File: config.mk
export PLATFORM = sky130hd
export DESIGN_NAME = a2d_scan_intf
export DESIGN_NICKNAME = d
export VERILOG_FILES = /design/src/rtl/a2d_scan_intf.sv
export SDC_FILE = /design/constraint.sdc
export NUM_CORES = 1
export LEC_CHECK = 0
export ABC_AREA = 1
export CAP_MARGIN = 10
export CORE_MARGIN = 4
export CORE_UTILIZATION = 52
export CTS_BUF_LIST = sky130_fd_sc_hd__clkbuf_8
export DETAILED_ROUTE_END_ITERATION = 6
export PLACE_DENSITY = 0.75
export SLEW_MARGIN = 5
export SYNTH_ARGS = -nofsm -noshare
export SYNTH_HDL_FRONTEND = slang
export SYNTH_SLANG_ARGS = --single-unit
File: constraint.sdc
create_clock -name clk -period 3.15 [get_ports clk]
set_input_delay 0.63 -clock clk [delete_from_list [all_inputs] [get_ports clk]]
set_output_delay 0.63 -clock clk [all_outputs]
set_load 0.01 [all_outputs]
File: src/rtl/a2d_scan_intf.sv
// Multi-channel SPI scanner for the line follower's A2D: one 32-bit frame per masked channel.
// Optional A2D_RES_INV_EN stores the inverted result (IR sensors read high-is-dark).
module a2d_scan_intf #(
    parameter int NUM_CHNNL     = 8,
    parameter int SCLK_DIV_LOG2 = 5,
    parameter int RES_W         = 12
) (
    input  logic                 clk,
    input  logic                 rst_n,
    input  logic                 strt_scan,
    input  logic [NUM_CHNNL-1:0] chnnl_mask,
    output logic                 busy,
    output logic                 scan_done,
    input  logic [2:0]           rd_chnnl,
    output logic [RES_W-1:0]     rd_res,
    output logic [NUM_CHNNL-1:0] res_vld,
    output logic                 a2d_SS_n,
    output logic                 SCLK,
    output logic                 MOSI,
    input  logic                 MISO
);
    // state | meaning
    // IDLE  | waiting for strt_scan; SS_n/SCLK high
    // FRAME | SS_n low, 32-bit SPI transfer for channel ch_q
    // GAP   | SS_n high for half an SCLK period before next frame or scan end
    typedef enum logic [1:0] {IDLE, FRAME, GAP} state_t;

    localparam int D = SCLK_DIV_LOG2;
    localparam logic [D-1:0] CNT_HALF = {1'b1, {(D-1){1'b0}}};
    localparam logic [D-1:0] CNT_PRE  = {1'b0, {(D-1){1'b1}}};
    localparam logic [D-1:0] CNT_ONES = {D{1'b1}};
    localparam logic [D-2:0] GAP_LOAD = {(D-1){1'b1}};

    state_t                 state_q, state_d;
    logic [D-1:0]           cnt_q, cnt_d;
    logic [D-2:0]           gap_q, gap_d;
    logic [5:0]             rise_q, rise_d;
    logic [31:0]            tx_q, tx_d;
    logic [31:0]            rx_q, rx_d;
    logic [2:0]             ch_q, ch_d;
    logic [NUM_CHNNL-1:0]   pend_q, pend_d;
    logic [NUM_CHNNL-1:0]   vld_q, vld_d;
    logic [RES_W-1:0]       res_q [NUM_CHNNL];
    logic [RES_W-1:0]       res_d [NUM_CHNNL];
    logic                   busy_q, busy_d;
    logic                   done_q, done_d;
    logic                   ss_n_q, ss_n_d;
    logic                   sclk_q, sclk_d;
    logic                   load_frame;
    logic [NUM_CHNNL-1:0]   load_mask;
    logic [RES_W-1:0]       res_new;

    function automatic logic [2:0] first_ch(input logic [NUM_CHNNL-1:0] m);
        first_ch = '0;
        for (int i = NUM_CHNNL - 1; i >= 0; i--)
            if (m[i]) first_ch = 3'(i);
    endfunction

`ifdef A2D_RES_INV_EN
    assign res_new = ~rx_q[RES_W-1:0];
`else
    assign res_new = rx_q[RES_W-1:0];
`endif

    always_comb begin
        state_d    = state_q;
        cnt_d      = cnt_q;
        gap_d      = gap_q;
        rise_d     = rise_q;
        tx_d       = tx_q;
        rx_d       = rx_q;
        ch_d       = ch_q;
        pend_d     = pend_q;
        vld_d      = vld_q;
        res_d      = res_q;
        busy_d     = busy_q;
        done_d     = 1'b0;
        ss_n_d     = ss_n_q;
        sclk_d     = sclk_q;
        load_frame = 1'b0;
        load_mask  = '0;
        case (state_q)
            IDLE: begin
                if (strt_scan) begin
                    if (|chnnl_mask) begin
                        load_frame = 1'b1;
                        load_mask  = chnnl_mask;
                        vld_d      = vld_q & ~chnnl_mask;
                        busy_d     = 1'b1;
                    end else begin
                        done_d = 1'b1;
                    end
                end
            end
            FRAME: begin
                cnt_d = cnt_q + 1'b1;
                if (cnt_q == CNT_ONES && rise_q == 6'd32) begin
                    state_d      = GAP;
                    gap_d        = GAP_LOAD;
                    ss_n_d       = 1'b1;
                    sclk_d       = 1'b1;
                    tx_d         = '0;
                    res_d[ch_q]  = res_new;
                    vld_d[ch_q]  = 1'b1;
                end else begin
                    sclk_d = cnt_d[D-1];
                    // no rise yet means this is the first fall: bit 31 is already on MOSI
                    if (cnt_q == CNT_ONES && rise_q != 6'd0)
                        tx_d = {tx_q[30:0], 1'b0};
                    if (cnt_q == CNT_PRE) begin
                        rx_d   = {rx_q[30:0], MISO};
                        rise_d = rise_q + 6'd1;
                    end
                end
            end
            GAP: begin
                if (gap_q == '0) begin
                    if (|pend_q) begin
                        load_frame = 1'b1;
                        load_mask  = pend_q;
                    end else begin
                        state_d = IDLE;
                        busy_d  = 1'b0;
                        done_d  = 1'b1;
                    end
                end else begin
                    gap_d = gap_q - 1'b1;
                end
            end
            default: state_d = IDLE;
        endcase
        if (load_frame) begin
            state_d      = FRAME;
            ch_d         = first_ch(load_mask);
            pend_d       = load_mask;
            pend_d[ch_d] = 1'b0;
            ss_n_d       = 1'b0;
            sclk_d       = 1'b1;
            cnt_d        = CNT_HALF;
            rise_d       = '0;
            rx_d         = '0;
            tx_d         = {2'b00, ch_d, 27'h0};
        end
    end

    always_ff @(posedge clk or negedge rst_n) begin
        if (!rst_n) begin
            state_q <= IDLE;
            cnt_q   <= '0;
            gap_q   <= '0;
            rise_q  <= '0;
            tx_q    <= '0;
            rx_q    <= '0;
            ch_q    <= '0;
            pend_q  <= '0;
            vld_q   <= '0;
            res_q   <= '{default: '0};
            busy_q  <= 1'b0;
            done_q  <= 1'b0;
            ss_n_q  <= 1'b1;
            sclk_q  <= 1'b1;
        end else begin
            state_q <= state_d;
            cnt_q   <= cnt_d;
            gap_q   <= gap_d;
            rise_q  <= rise_d;
            tx_q    <= tx_d;
            rx_q    <= rx_d;
            ch_q    <= ch_d;
            pend_q  <= pend_d;
            vld_q   <= vld_d;
            res_q   <= res_d;
            busy_q  <= busy_d;
            done_q  <= done_d;
            ss_n_q  <= ss_n_d;
            sclk_q  <= sclk_d;
        end
    end

    assign busy      = busy_q;
    assign scan_done = done_q;
    assign res_vld   = vld_q;
    assign a2d_SS_n  = ss_n_q;
    assign SCLK      = sclk_q;
    assign MOSI      = tx_q[31];
    assign rd_res    = (32'(rd_chnnl) < NUM_CHNNL) ? res_q[rd_chnnl] : '0;

endmodule

==> results of run 1 <==
## Yosys cell counts, drive strengths merged
master	instances	area, sq um
o2111ai	1	26.3
xor2	3	26.3
a21o	1	7.51
nor4	2	12.5
o21ai	184	925
and3	1	6.26
a22o	1	8.76
a31oi	12	75.1
nor3	11	55.1
a22oi	1	7.51
nand3	16	95.1
o31ai	2	15.0
nor2	129	544
clkbuf	16	60.1
o32ai	1	8.76
a21oi	8	40.0
nand2	214	881
dfstp	2	52.6
buf	21	181
nand4	4	25.0
inv	71	267
o22ai	13	87.6
o211ai	1	7.51
ha	7	87.6
dfrtp	151	3780
## stage by stage
stage          instances  utilization
2_1_floorplan        873            -
3_3_place_gp        1071        0.589
3_5_place_dp        1071        0.589
4_1_cts             1103        0.624
5_1_grt             1103        0.624
6_report            1103        0.624
## report_power, final
part | switching [uW] | internal (uW) | total (uW) | leakage [uW]
clock | 731 | 978 | 1710 | 0.000229
combinational | 135 | 95.5 | 230 | 0.00184
sequential | 0.981 | 1960 | 1960 | 0.00202
## worst paths after layout
| check | from | endpoint | slack, ns | cells after the start |
|---|---|---|---|---|
| worst max register to register | cnt_q[0] | res_q[85] | 0.78 | 12 |
| min in group clk | a2d_SS_n | a2d_SS_n | 0.47 | 2 |
| worst min register to register | a2d_SS_n | a2d_SS_n | 0.47 | 2 |
| worst max-delay path | rd_chnnl[1] | rd_res[10] | 0.25 | 8 |
| max in group asynchronous | rst_n | SCLK | 2.17 | 2 |
| worst min-delay path | rst_n | res_q[11] | 0.14 | 1 |
## layout make-up
cell class	count	area, sq um
clock buffer	19	262
tap	176	220
inverter	71	267
timing repair buffer	59	666
multi-input combinational	612	2950
fill	1172	5050
clock inverter	13	200
sequential	153	3830
## registers in the layout (all words and copies together) (netlist names), 2 cells and up
signal   cells
res_q       96
rx_q        12
pend_q       8
res_vld      8
rise_q       6
cnt_q        5
tx_q         5
gap_q        4
ch_q         3
state_q      2
## layer usage
metal,part of all wire,up-vias
li1,-,2942
met1,0.47,2924
met2,0.47,181
met3,0.052,27
met4,0.014,0
met5,0,-
## kinds of logic (layout without fill, tap and decap cells)
group	after synthesis	count (layout)
XOR/XNOR	3	3
buffers and inverters	108	162
AO/OA/AOI/OAI	225	225
AND/OR/NAND/NOR	377	377
flip-flops	153	153
adder cells (fa/ha/maj)	7	7
## timing repair
item / in CTS / in global routing
gates resized for setup: 14 / 1
pin swaps: 2 / 0
cloned: 0 / 0
setup endpoints to repair: 12 / 4
==> impl_results.rst, run 1 <==
.. list-table::
   :header-rows: 1

   * - Metric
     - Value
   * - Fraction of final layout cells with drive strength greater than 1
     - 0.102
   * - HP Class
     - input pin to asynchronous set/reset pin
   * - Number of failing hold endpoints at the final stage
     - 0
   * - Initial core utilization
     - 0.541
   * - Die area
     - 16000 sq um
   * - M3 GR Usage
     - 0.0492
   * - # diodes
     - 0
   * - Crit-path max cell delay
     - 0.57 ns
   * - Overall via count from detail_route
     - 6074
   * - Max-slew violation count
     - 0
   * - WL final
     - 17.2 mm
   * - H-tree lvl count
     - 4
   * - Largest net degree at the start of global routing
     - 68
   * - Post-layout power
     - 3900 uW
   * - Antenna violations before repair
     - 0
   * - Fraction of synthesized area in multiplexers
     - 0
   * - Num Clock Sinks
     - 153
   * - Cell breakdown of the critical path
     - dlygate4sd2_1 > inv_1 > buf_12 > o21ai_0 > o22ai_1 > nor2_1 > a31oi_2 > clkdlybuf4s50_1
   * - Buffer and inverter count on the worst path
     - 4
   * - Area of the mapped netlist
     - 7280 sq um
   * - Main combinational cell family by area after synthesis
     - simple AND/OR/NAND/NOR gates
   * - First-pass GRT wire length
     - 29.4 mm
   * - Startpoint-to-endpoint class of the critical path
     - input pin to output port
   * - Reported leakage power
     - 0.00409 uW
   * - Leading cell type in the layout, fill and taps excluded
     - sky130_fd_sc_hd__nand2_1
   * - Unrepaired setup endpoints after global routing
     - false
   * - CTS Buf Count
     - 17
   * - Maximum clock skew at final layout
     - 0.0189 ns
   * - Power per cell area
     - 465 nW/um^2
   * - Category of cells accounting for the largest share of critical-path delay
     - buffers and inverters
   * - Core area
     - 13500 sq um
   * - Instance area at placement
     - 7930 sq um
   * - Clock tree from TritonCTS
     - built
   * - Remaining global-route overflow
     - 0
   * - Fraction of the mapped netlist area in simple logic gates
     - 0.222
   * - Horiz. Die Dim
     - 126 microns
   * - Synth Warn #
     - 0
   * - Via count of the first global-routing pass
     - 5869
   * - Final cell area excluding filler cells
     - 8400 sq um
   * - Fin crit period
     - 2.90 ns
   * - Routing usage on met2
     - 0.359
   * - Net count of the mapped netlist
     - 895
   * - Fin Setup TNS
     - 0 ns
   * - Total routing usage reported by global routing
     - 0.227
   * - Slowest stage cell, crit path
     - sky130_fd_sc_hd__clkdlybuf4s50_1
   * - GR met1 Demand/Resource
     - 0.325
   * - Sequential element share of the synthesized area
     - 0.526
   * - Max capacitance violation total
     - 0
   * - WHS
     - 0.145 ns
   * - IO Pins
     - 40
   * - Adder-cell share of the synthesized area
     - 0.0120
   * - Port bufs
     - 39
   * - Highest-count cells in the layout ignoring fill and taps
     - 201 x sky130_fd_sc_hd__nand2_1, 152 x sky130_fd_sc_hd__o21ai_0, 151 x sky130_fd_sc_hd__dfrtp_1
   * - Synth Instances
     - 873
   * - Final critical-path setup slack
     - 0.253 ns
   * - Cts-stage hold buffer count
     - 0
   * - Maximum clock frequency
     - 345 MHz
   * - Flops & latches, synth
     - 153
   * - Antenna-violating nets left
     - 0
   * - Post-synthesis xor/xnor area fraction
     - 0.00361
   * - Cell chosen for the clock root
     - sky130_fd_sc_hd__clkbuf_8
   * - Required time at the endpoint of the critical path
     - 2.52 ns
   * - CP Data Arrival Time
     - 2.27 ns
   * - Clk slew on worst S/H paths
     - 0.07 ns
   * - Signed area change from the synthesized netlist to the final layout
     - 15.4%
   * - Nets
     - 936
   * - Worst IR drop on VDD
     - 332 uV
   * - Drt wl/cell
     - 15.6 microns
   * - Outcome
     - finished, final reports clean
   * - Worst skew pair latency
     - 0.46 ns
   * - Vias per cell
     - 5.51
   * - Slew HR
     - 0.626
   * - DRC violation total after the first TritonRoute iteration
     - 617
   * - Die height
     - 126 microns
   * - Portion of the clock cycle consumed by the worst path in the final layout
     - 0.920
   * - Crit-path max FO
     - 21
   * - First-pass detailed-route iteration total
     - 5
   * - Fraction of the mapped netlist area in compound gates
     - 0.166
   * - Global placer's final weighted congestion
     - 0.887
   * - Number of setup violations in the final report
     - 0
   * - Sort of element at the start of the critical path
     - input pin
   * - Maximum count of clock buffers along a single path
     - 2
   * - Routing layer with the top usage in global route
     - met2
   * - Post-synth cell types
     - 38
   * - Kind of capture point of the worst setup path
     - output port
   * - Average cell area after synthesis
     - 8.34 sq um
   * - Remaining DRCs
     - 0
   * - Buffers inserted during post-CTS setup optimization
     - 0
   * - HPWL after detailed placement
     - 11.3 mm
   * - Slew at the pin closest to its max-slew limit
     - 0.561 ns
   * - Site Rows
     - 42
   * - Pre-CTS setup slack
     - -0.0760 ns
Power figures use the tool's default switching activity.
==> run 2, diff against run 1 <==
- GPL_ROUTABILITY_DRIVEN: not set -> 0
==> results of run 2 <==
Same layout as run 1: the final DEF is identical, and so are final timing and power.
